===== config.mk =====
export PLATFORM = sky130hd
export DESIGN_NAME = sbqm_param
export DESIGN_NICKNAME = d
export VERILOG_FILES = /design/src/rtl/sbqm_param.sv
export SDC_FILE = /design/constraint.sdc
export NUM_CORES = 1
export LEC_CHECK = 0
export ABC_AREA = 1
export CORE_UTILIZATION = 50
export DETAILED_ROUTE_END_ITERATION = 12
export GPL_TIMING_DRIVEN = 0
export PLACE_DENSITY = 0.77
export SYNTH_ARGS = -nofsm -noshare
export SYNTH_HDL_FRONTEND = slang
export SYNTH_SLANG_ARGS = --single-unit

===== constraint.sdc =====
create_clock -name clk -period 4.7 [get_ports clk]
set_clock_uncertainty 0.15 [all_clocks]
set_input_delay 0.94 -clock clk [delete_from_list [all_inputs] [get_ports clk]]
set_output_delay 0.94 -clock clk [all_outputs]
set_load 0.03 [all_outputs]

===== src/rtl/sbqm_param.sv =====
// sbqm_param: bank-queue people counter with a sequential restoring divider for the waiting-time estimate.
// Optional macro SBQM_EDGE_DETECT_EN: synchronised, edge-triggered photocells (default build is level mode).
module sbqm_param #(
    parameter int DEPTH       = 7,
    parameter int TELLERS_MAX = 3,
    parameter int SVC_TIME    = 3,
    localparam int PW = $clog2(DEPTH + 1),
    localparam int TW = $clog2(TELLERS_MAX + 1),
    localparam int WW = $clog2(SVC_TIME * (DEPTH + TELLERS_MAX - 1) + 1)
) (
    input  logic          clk,
    input  logic          reset,
    input  logic          front_photocell,
    input  logic          back_photocell,
    input  logic [TW-1:0] Tcount,
    output logic [PW-1:0] Pcount,
    output logic          empty_flag,
    output logic          full_flag,
    output logic [WW-1:0] Wtime,
    output logic          wtime_valid,
    output logic          reject_arrival,
    output logic          reject_depart,
    output logic          tcount_err
);

    localparam int            CW   = $clog2(WW + 1);
    localparam logic [PW-1:0] PMAX = PW'(DEPTH);

    typedef enum logic [1:0] {
        IDLE,
        LOAD,
        DIV,
        DONE
    } divState_e;

    function automatic logic illegalTellers(input logic [TW-1:0] t);
        return (t == '0) || (32'(t) > 32'(TELLERS_MAX));
    endfunction

    logic arrival;
    logic departure;

`ifdef SBQM_EDGE_DETECT_EN
    // Two-flop synchroniser per photocell plus a delayed copy; an event is a high-to-low transition.
    logic [1:0] backSync_q;
    logic [1:0] frontSync_q;
    logic       backPrev_q;
    logic       frontPrev_q;

    always_ff @(posedge clk) begin
        if (reset) begin
            backSync_q  <= 2'b11;
            frontSync_q <= 2'b11;
            backPrev_q  <= 1'b1;
            frontPrev_q <= 1'b1;
        end else begin
            backSync_q  <= {backSync_q[0], back_photocell};
            frontSync_q <= {frontSync_q[0], front_photocell};
            backPrev_q  <= backSync_q[1];
            frontPrev_q <= frontSync_q[1];
        end
    end

    assign arrival   = backPrev_q & ~backSync_q[1];
    assign departure = frontPrev_q & ~frontSync_q[1];
`else
    assign arrival   = ~back_photocell;
    assign departure = ~front_photocell;
`endif

    logic [PW-1:0] pcount_q;
    logic [PW-1:0] pcount_d;
    logic          rejArr_q;
    logic          rejArr_d;
    logic          rejDep_q;
    logic          rejDep_d;
    logic [TW-1:0] tcount_q;
    logic          tcountErr_q;

    always_comb begin
        pcount_d = pcount_q;
        rejArr_d = 1'b0;
        rejDep_d = 1'b0;
        if (arrival && departure) begin
            // A simultaneous pair only matters when the queue is empty: the leaver cannot exist yet.
            if (pcount_q == '0) begin
                pcount_d = PW'(1);
            end
        end else if (arrival) begin
            if (pcount_q != PMAX) begin
                pcount_d = pcount_q + 1'b1;
            end else begin
                rejArr_d = 1'b1;
            end
        end else if (departure) begin
            if (pcount_q != '0) begin
                pcount_d = pcount_q - 1'b1;
            end else begin
                rejDep_d = 1'b1;
            end
        end
    end

    always_ff @(posedge clk) begin
        if (reset) begin
            pcount_q    <= '0;
            rejArr_q    <= 1'b0;
            rejDep_q    <= 1'b0;
            tcount_q    <= Tcount;
            tcountErr_q <= 1'b0;
        end else begin
            pcount_q    <= pcount_d;
            rejArr_q    <= rejArr_d;
            rejDep_q    <= rejDep_d;
            tcount_q    <= Tcount;
            tcountErr_q <= illegalTellers(Tcount);
        end
    end

    divState_e     state_q;
    divState_e     state_d;
    logic [PW-1:0] snapP_q;
    logic [PW-1:0] snapP_d;
    logic [TW-1:0] snapT_q;
    logic [TW-1:0] snapT_d;
    logic [TW-1:0] rem_q;
    logic [TW-1:0] rem_d;
    logic [WW-1:0] quo_q;
    logic [WW-1:0] quo_d;
    logic [CW-1:0] cnt_q;
    logic [CW-1:0] cnt_d;
    logic [WW-1:0] wtime_q;
    logic [WW-1:0] wtime_d;

    logic          changed;
    logic [TW:0]   divisorExt;
    logic [TW:0]   shifted;
    logic          fits;
    logic [TW-1:0] remNext;
    logic [WW-1:0] quoNext;
    logic [WW-1:0] dividend;

    assign changed = (pcount_q != snapP_q) || (tcount_q != snapT_q);

    // quo_q holds the dividend on entry; dividend bits shift out the top as quotient bits shift in.
    assign divisorExt = {1'b0, snapT_q};
    assign shifted    = {rem_q, quo_q[WW-1]};
    assign fits       = (shifted >= divisorExt);
    assign remNext    = fits ? TW'(shifted - divisorExt) : shifted[TW-1:0];
    assign quoNext    = {quo_q[WW-2:0], fits};
    assign dividend   = WW'(SVC_TIME * (int'(snapP_q) + int'(snapT_q) - 1));

    always_comb begin
        state_d = state_q;
        snapP_d = snapP_q;
        snapT_d = snapT_q;
        rem_d   = rem_q;
        quo_d   = quo_q;
        cnt_d   = cnt_q;
        wtime_d = wtime_q;
        case (state_q)
            IDLE: begin
                if (changed) begin
                    state_d = LOAD;
                    snapP_d = pcount_q;
                    snapT_d = tcount_q;
                end
            end
            LOAD: begin
                if (changed) begin
                    snapP_d = pcount_q;
                    snapT_d = tcount_q;
                end else if (snapP_q == '0) begin
                    wtime_d = '0;
                    state_d = DONE;
                end else if (illegalTellers(snapT_q)) begin
                    wtime_d = '1;
                    state_d = DONE;
                end else begin
                    quo_d   = dividend;
                    rem_d   = '0;
                    cnt_d   = CW'(WW);
                    state_d = DIV;
                end
            end
            DIV: begin
                // A change mid-divide restarts from a fresh snapshot so no stale quotient is published.
                if (changed) begin
                    state_d = LOAD;
                    snapP_d = pcount_q;
                    snapT_d = tcount_q;
                end else begin
                    rem_d = remNext;
                    quo_d = quoNext;
                    cnt_d = cnt_q - 1'b1;
                    if (cnt_q == CW'(1)) begin
                        wtime_d = quoNext;
                        state_d = DONE;
                    end
                end
            end
            DONE: begin
                if (changed) begin
                    state_d = LOAD;
                    snapP_d = pcount_q;
                    snapT_d = tcount_q;
                end else begin
                    state_d = IDLE;
                end
            end
            default: state_d = IDLE;
        endcase
    end

    always_ff @(posedge clk) begin
        if (reset) begin
            state_q <= IDLE;
            snapP_q <= '0;
            snapT_q <= Tcount;
            rem_q   <= '0;
            quo_q   <= '0;
            cnt_q   <= '0;
            wtime_q <= '0;
        end else begin
            state_q <= state_d;
            snapP_q <= snapP_d;
            snapT_q <= snapT_d;
            rem_q   <= rem_d;
            quo_q   <= quo_d;
            cnt_q   <= cnt_d;
            wtime_q <= wtime_d;
        end
    end

    assign Pcount         = pcount_q;
    assign empty_flag     = (pcount_q == '0);
    assign full_flag      = (pcount_q == PMAX);
    assign Wtime          = wtime_q;
    assign wtime_valid    = ((state_q == IDLE) || (state_q == DONE)) && !changed;
    assign reject_arrival = rejArr_q;
    assign reject_depart  = rejDep_q;
    assign tcount_err     = tcountErr_q;

endmodule


==> impl_metrics.tcl, run 1 <==
set metrics [dict create \
    status "complete, no violations" \
    wire_per_inst_um 11.23 \
    layout_common_cells "nand2_1, inv_1, nor2_1" \
    synth-seq-cells 30 \
    grt_max_degree 11 \
    cts_buffer_depth 2 \
    max_freq_mhz 297.4 \
    fill_cells 320 \
    die_h_um 62.98 \
    vias 1590 \
    cts_sinks 30 \
    dieArea_um2 3966 \
    ys_seq_area_frac 0.3338 \
    viasPerCell 4.892 \
    r2r_cells 13 \
    holdBufCountCts 0 \
    p_leak_nw 0.9859 \
    ioPinCount 20 \
    postSynthCellCount 253 \
    cts_htree_levels 2 \
    syn_to_final_growth_pct 17.90 \
    drive_above_1_share 0.08961 \
    post_cts_resized 0 \
    power.density_nw_per_um2 597.1 \
    io_buffers 18 \
    layout.cells.non_filler 325 \
    cts_buffers 5 \
    start_kind "register" \
    synth_area_um2 1859 \
    setup-tns-final_ns 0 \
    crit_path_end "quo_q[4]$_SDFFE_PP0P_" \
    worstReg2RegEnd "quo_q[4]$_SDFFE_PP0P_" \
    post_cts_buffers 0 \
    antenna_found_initial 0 \
    yosys_warnings 0 \
    crit_start "snapT_q[1]$_DFFE_PP_" \
    cp.arrival_ns 3.40 \
    relSlewSlack 0.6457 \
    core_area_um2 3442 \
    antenna_left 0 \
    dp_cells 317 \
    finalHoldViolations 0 \
    clk_pin_slew_ns 0.07 \
    grt_pass1_vias 1542 \
    final-setup-viol-count 0 \
    endpoint_kind "register" \
    regToRegSetupSlack_ns 1.34 \
    syn_nets 280 \
    rsz0062_at_grt "no" \
    crit_path_max_fanout 3 \
    antenna_cells 0 \
    critPathKind "register to register" \
    rr_startpoint "snapT_q[1]$_DFFE_PP_" \
    post-route-util 0.6369 \
    hold_class "register to register" \
    synth_area_per_cell_um2 7.349 \
    post-route-min-period_ns 3.363 \
    fin_nets 305 \
    grt_pass1_wl_mm 6.513 \
    slew_viol_final 0 \
    drt_wl_total_mm 3.651 \
    num_rows 21 \
    required_ns 4.73 \
    dieWidth_um 62.98 \
    drcViolationCount 0 \
    insertion_delay_ns 0.28 \
    cts_root_buf "clkbuf_8" \
    peakVddDrop_uv 368.1 \
    maxCapViolCount 0 \
    synth_cell_types 31 \
    worst_pin_slew_ns 0.5315 \
    hpwlAfterDp_mm 2.833 \
    first_iter_violations 51 \
    fin_crit_sh 0.7155 \
    start_util 0.5402 \
    grt-ovfl-total 0 \
    layout_commonest_cell "nand2_1" \
    cts_tree "built" \
    grt_usage 0.2104 \
    drtPass1Iterations 5 \
    gp_congestion 0.8066 \
]
per-stage QoR:
step                      instance area (µm²)  hold slack (ns)  total power [mW]  setup slack [ns]
after detailed placement                 2097           0.3059             1.097             1.360
final                                    2192           0.3118             1.309             1.337
after floorplan                          1859           0.2811            0.9155             1.543
after global placement                   2097           0.3007             1.079             1.397
after global routing                     2192           0.3566             1.444             1.190
after CTS                                2192           0.3162             1.317             1.339
worst max-delay path, cell delays in order, from the launching register on:
cell and delay [ns]:
edfxtp_1 0.41, inv_1 0.16, ha_1 0.25, inv_1 0.06, ha_1 0.13, inv_1 0.07
fa_1 0.48, ha_1 0.32, ha_1 0.21, fa_1 0.38, xor2_1 0.18, or2_2 0.27
a21oi_1 0.15, nor2_1 0.05
cells in the mapped netlist:
library cell	number	share of area
a211oi_1	1	0.0040
a21oi_1	15	0.040
a21oi_2	1	0.0047
a21oi_4	1	0.0088
buf_1	1	0.0020
buf_2	1	0.0027
buf_4	1	0.0040
buf_6	1	0.0061
clkbuf_1	2	0.0040
dfxtp_1	28	0.30
edfxtp_1	2	0.032
fa_1	4	0.043
ha_1	17	0.11
inv_1	31	0.063
inv_2	4	0.0081
nand2_1	58	0.12
nand2_2	3	0.010
nand2_4	1	0.0061
nand3_1	10	0.027
nand4_1	6	0.020
nor2_1	29	0.059
nor2_4	2	0.012
nor3_1	2	0.0054
nor3b_1	1	0.0040
nor4_1	1	0.0034
o21ai_0	16	0.043
o21ai_1	7	0.019
or2_2	1	0.0034
xnor2_1	2	0.0094
xnor2_2	1	0.0088
xor2_1	3	0.014
layer usage:
layer / routed length, µm / track usage / share of wire / up-vias
met1: 1804 / 0.2687 / 0.49 / 690
li1: - / - / - / 855
met4: 33 / 0.09012 / 0.0090 / 0
met3: 216 / 0.05292 / 0.059 / 5
met5: 0 / 0 / 0 / -
met2: 1596 / 0.3333 / 0.44 / 40
worst min path at each step:
stage / startpoint / to / slack (ns) / cells past startpoint
2_1_floorplan: cnt_q[0]$_SDFFE_PP0P_ / cnt_q[0]$_SDFFE_PP0P_ / 0.28 / 1
3_3_place_gp: Wtime[3]$_SDFFE_PP0P_ / Wtime[3]$_SDFFE_PP0P_ / 0.30 / 2
3_5_place_dp: cnt_q[0]$_SDFFE_PP0P_ / cnt_q[0]$_SDFFE_PP0P_ / 0.31 / 1
4_1_cts: Wtime[3]$_SDFFE_PP0P_ / Wtime[3]$_SDFFE_PP0P_ / 0.32 / 2
5_1_grt: Wtime[2]$_SDFFE_PP0P_ / Wtime[2]$_SDFFE_PP0P_ / 0.36 / 2
6_report: Wtime[3]$_SDFFE_PP0P_ / Wtime[3]$_SDFFE_PP0P_ / 0.31 / 2
area by class of cell:
class,count,area (µm²),area share
sequential,30,620.6,0.2831
timing repair buffer,18,180.2,0.08219
clock buffer,6,82.58,0.03767
clock inverter,2,12.51,0.005708
multi-input combinational,182,1072,0.4892
inverter,35,131.4,0.05993
buffer,6,35.03,0.01598
tap,46,57.56,0.02626
registers in the layout, summed over array words and instances, names as in the netlist:
signal	cells
Wtime	5
quo_q	5
Pcount	3
cnt_q	3
snapP_q	3
rem_q	2
snapT_q	2
state_q	2
tcount_q	2
reject_arrival	1
reject_depart	1
tcount_err	1
logic make-up (layout without fill, tap and decap cells):
kind of cell             Yosys count  in the layout  share of synthesized area
AO/OA/AOI/OAI                     41             41                     0.1198
XOR/XNOR                           6              6                    0.03231
adder cells (fa/ha/maj)           21             21                     0.1575
buffers and inverters             41             67                    0.08950
flip-flops                        30             30                     0.3338
AND/OR/NAND/NOR                  114            114                     0.2672
where the power goes:
group | internal [mW] | switching [mW] | leakage [nW]
clock | 0.117 | 0.0981 | 0.0472
sequential | 0.307 | 0.0404 | 0.250
combinational | 0.287 | 0.460 | 0.689
total | 0.711 | 0.598 | 0.986
No activity file was read; power rests on OpenSTA's default activity.
==> run 2: changes to the inputs <==
PLACE_DENSITY = 0.8   (was 0.77)
clock period = 2.7 ns   (was 4.7 ns; I/O delays follow)
==> run 2 against run 1 <==
The flow now finishes with violations (setup timing). Largest cell class unchanged. Combinational power grew 89%. Design area up 3.8%. Maximum frequency rose by 11%. Via count up 3.6%. Critical endpoint unchanged.
==> impl_metrics.tcl, run 2 (synthesized netlist as in run 1, its figures left out) <==
set metrics [dict create \
    start_util 0.5402 \
    hold_class "register to register" \
    layout_common_cells "nand2_1, nor2_1, dfxtp_1" \
    cts_buffer_depth 2 \
    peakVddDrop_uv 756.9 \
    setup-tns-final_ns -0.5045 \
    holdBufCountCts 0 \
    slew_viol_final 0 \
    grt_pass1_wl_mm 6.886 \
    final_area_um2 2275 \
    power.density_nw_per_um2 1049 \
    fill_cells 298 \
    place_ws_ns -0.4300 \
    post-route-min-period_ns 3.023 \
    core_area_um2 3442 \
    grt_max_degree 11 \
    setup_ws_ns -0.3235 \
    dieWidth_um 62.98 \
    gp_congestion 0.8036 \
    fin_nets 312 \
    drt_wl_total_mm 3.794 \
    status "finished, violations left" \
    worst_pin_slew_ns 0.5613 \
    rsz0062_at_grt "yes" \
    viasPerCell 4.961 \
    num_rows 21 \
    hpwlAfterDp_mm 2.798 \
    clk_pin_slew_ns 0.06 \
    first_iter_violations 49 \
    endpoint_kind "register" \
    drtPass1Iterations 4 \
    crit_path_max_fanout 2 \
    grt_pass1_vias 1627 \
    post-route-util 0.6609 \
    antenna_found_initial 0 \
    final-setup-viol-count 2 \
    placed_area_um2 2133 \
    io_buffers 18 \
    layout_commonest_cell "nand2_1" \
    antenna_cells 0 \
    maxCapViolCount 0 \
    required_ns 2.73 \
    finalHoldViolations 0 \
    crit_chain "inv_2, ha_4, inv_2, ha_4, inv_4, fa_1, ha_1, ha_2, fa_2, xor2_1, or2_4, a21oi_2, nor2_1" \
    critPathMaxStageDelay_ns 0.47 \
    wire_per_inst_um 11.43 \
    max_freq_mhz 330.7 \
    drive_above_1_share 0.1434 \
    syn_to_final_growth_pct 22.34 \
    start_kind "register" \
    violations "setup timing" \
    cp.arrival_ns 3.05 \
    grt_usage 0.2220 \
    cts_htree_levels 2 \
    p_leak_nw 1.017 \
    cts_buffers 5 \
    ioPinCount 20 \
    cts_sinks 30 \
    vias 1647 \
    grt-ovfl-total 0 \
    insertion_delay_ns 0.28 \
    critPathKind "register to register" \
    relSlewSlack 0.6258 \
    cts_root_buf "clkbuf_8" \
    hold_slack_ns 0.3190 \
    drcViolationCount 0 \
    fin_crit_sh 1.120 \
    slowest_stage "fa_1" \
    die_h_um 62.98 \
    antenna_left 0 \
    dieArea_um2 3966 \
    cts_tree "built" \
]
## run 2: worst paths after layout
check | start | endpoint | slack, ns | cells past startpoint
worst min register to register | Wtime[3]$_SDFFE_PP0P_ | Wtime[3]$_SDFFE_PP0P_ | 0.32 | 2
worst max-delay path | snapT_q[1]$_DFFE_PP_ | quo_q[4]$_SDFFE_PP0P_ | -0.32 | 13
worst max register to register | snapT_q[1]$_DFFE_PP_ | quo_q[4]$_SDFFE_PP0P_ | -0.32 | 13
worst min-delay path | Wtime[3]$_SDFFE_PP0P_ | Wtime[3]$_SDFFE_PP0P_ | 0.32 | 2
## run 2: power by group
| group | internal [mW] | switching [mW] |
|---|---|---|
| sequential | 0.534 | 0.0696 |
| combinational | 0.572 | 0.842 |
| clock | 0.205 | 0.163 |
## run 2: per-stage QoR
| step | instances | total power [mW] |
|---|---|---|
| finish | 332 | 2.386 |
| global route | 332 | 2.615 |
| CTS | 330 | 2.380 |
| detailed placement | 317 | 1.972 |
| global placement | 317 | 1.942 |
| floorplan | 253 | 1.655 |
## run 2: final cells by class
| class | instances | area [µm²] | share of cell area |
|---|---|---|---|
| Clock buffer | 7 | 86.33 | 0.03795 |
| Buffer | 6 | 35.03 | 0.01540 |
| Inverter | 35 | 133.9 | 0.05886 |
| Timing Repair Buffer | 25 | 227.7 | 0.1001 |
| Multi-Input combinational cell | 182 | 1109 | 0.4873 |
| Clock inverter | 1 | 5.005 | 0.002200 |
| Tap cell | 46 | 57.56 | 0.02530 |
| Sequential cell | 30 | 620.6 | 0.2728 |
## run 2: routing by layer
layer  GRT usage  up-vias  wire length, µm
li1            -      873                -
met1      0.2766      738             1915
met2      0.3683       31             1690
met3     0.04015        5              139
met4      0.1017        0               48
met5           0        -                0
## run 2: worst max-delay path, delay by kind of cell (launching register included)
family	cells	cell delay [ns]
fa+ha+maj	6	1.62
flops	1	0.42
simple gates	2	0.27
buf+inv	3	0.20
xor+xnor	1	0.16
compound gates	1	0.11
## run 2: what timing repair did
item                       4_1_cts  5_1_grt
setup endpoints to repair        2        2
setup buffers                    5        2
hold endpoints to repair         0        0
pin swaps                        4        2
gates resized for setup          3        2
==> run 3: changes to the inputs <==
HOLD_SLACK_MARGIN = 0.1   (was default)
==> results of run 3 <==
Final layout, timing and power as in run 2 (identical DEF).
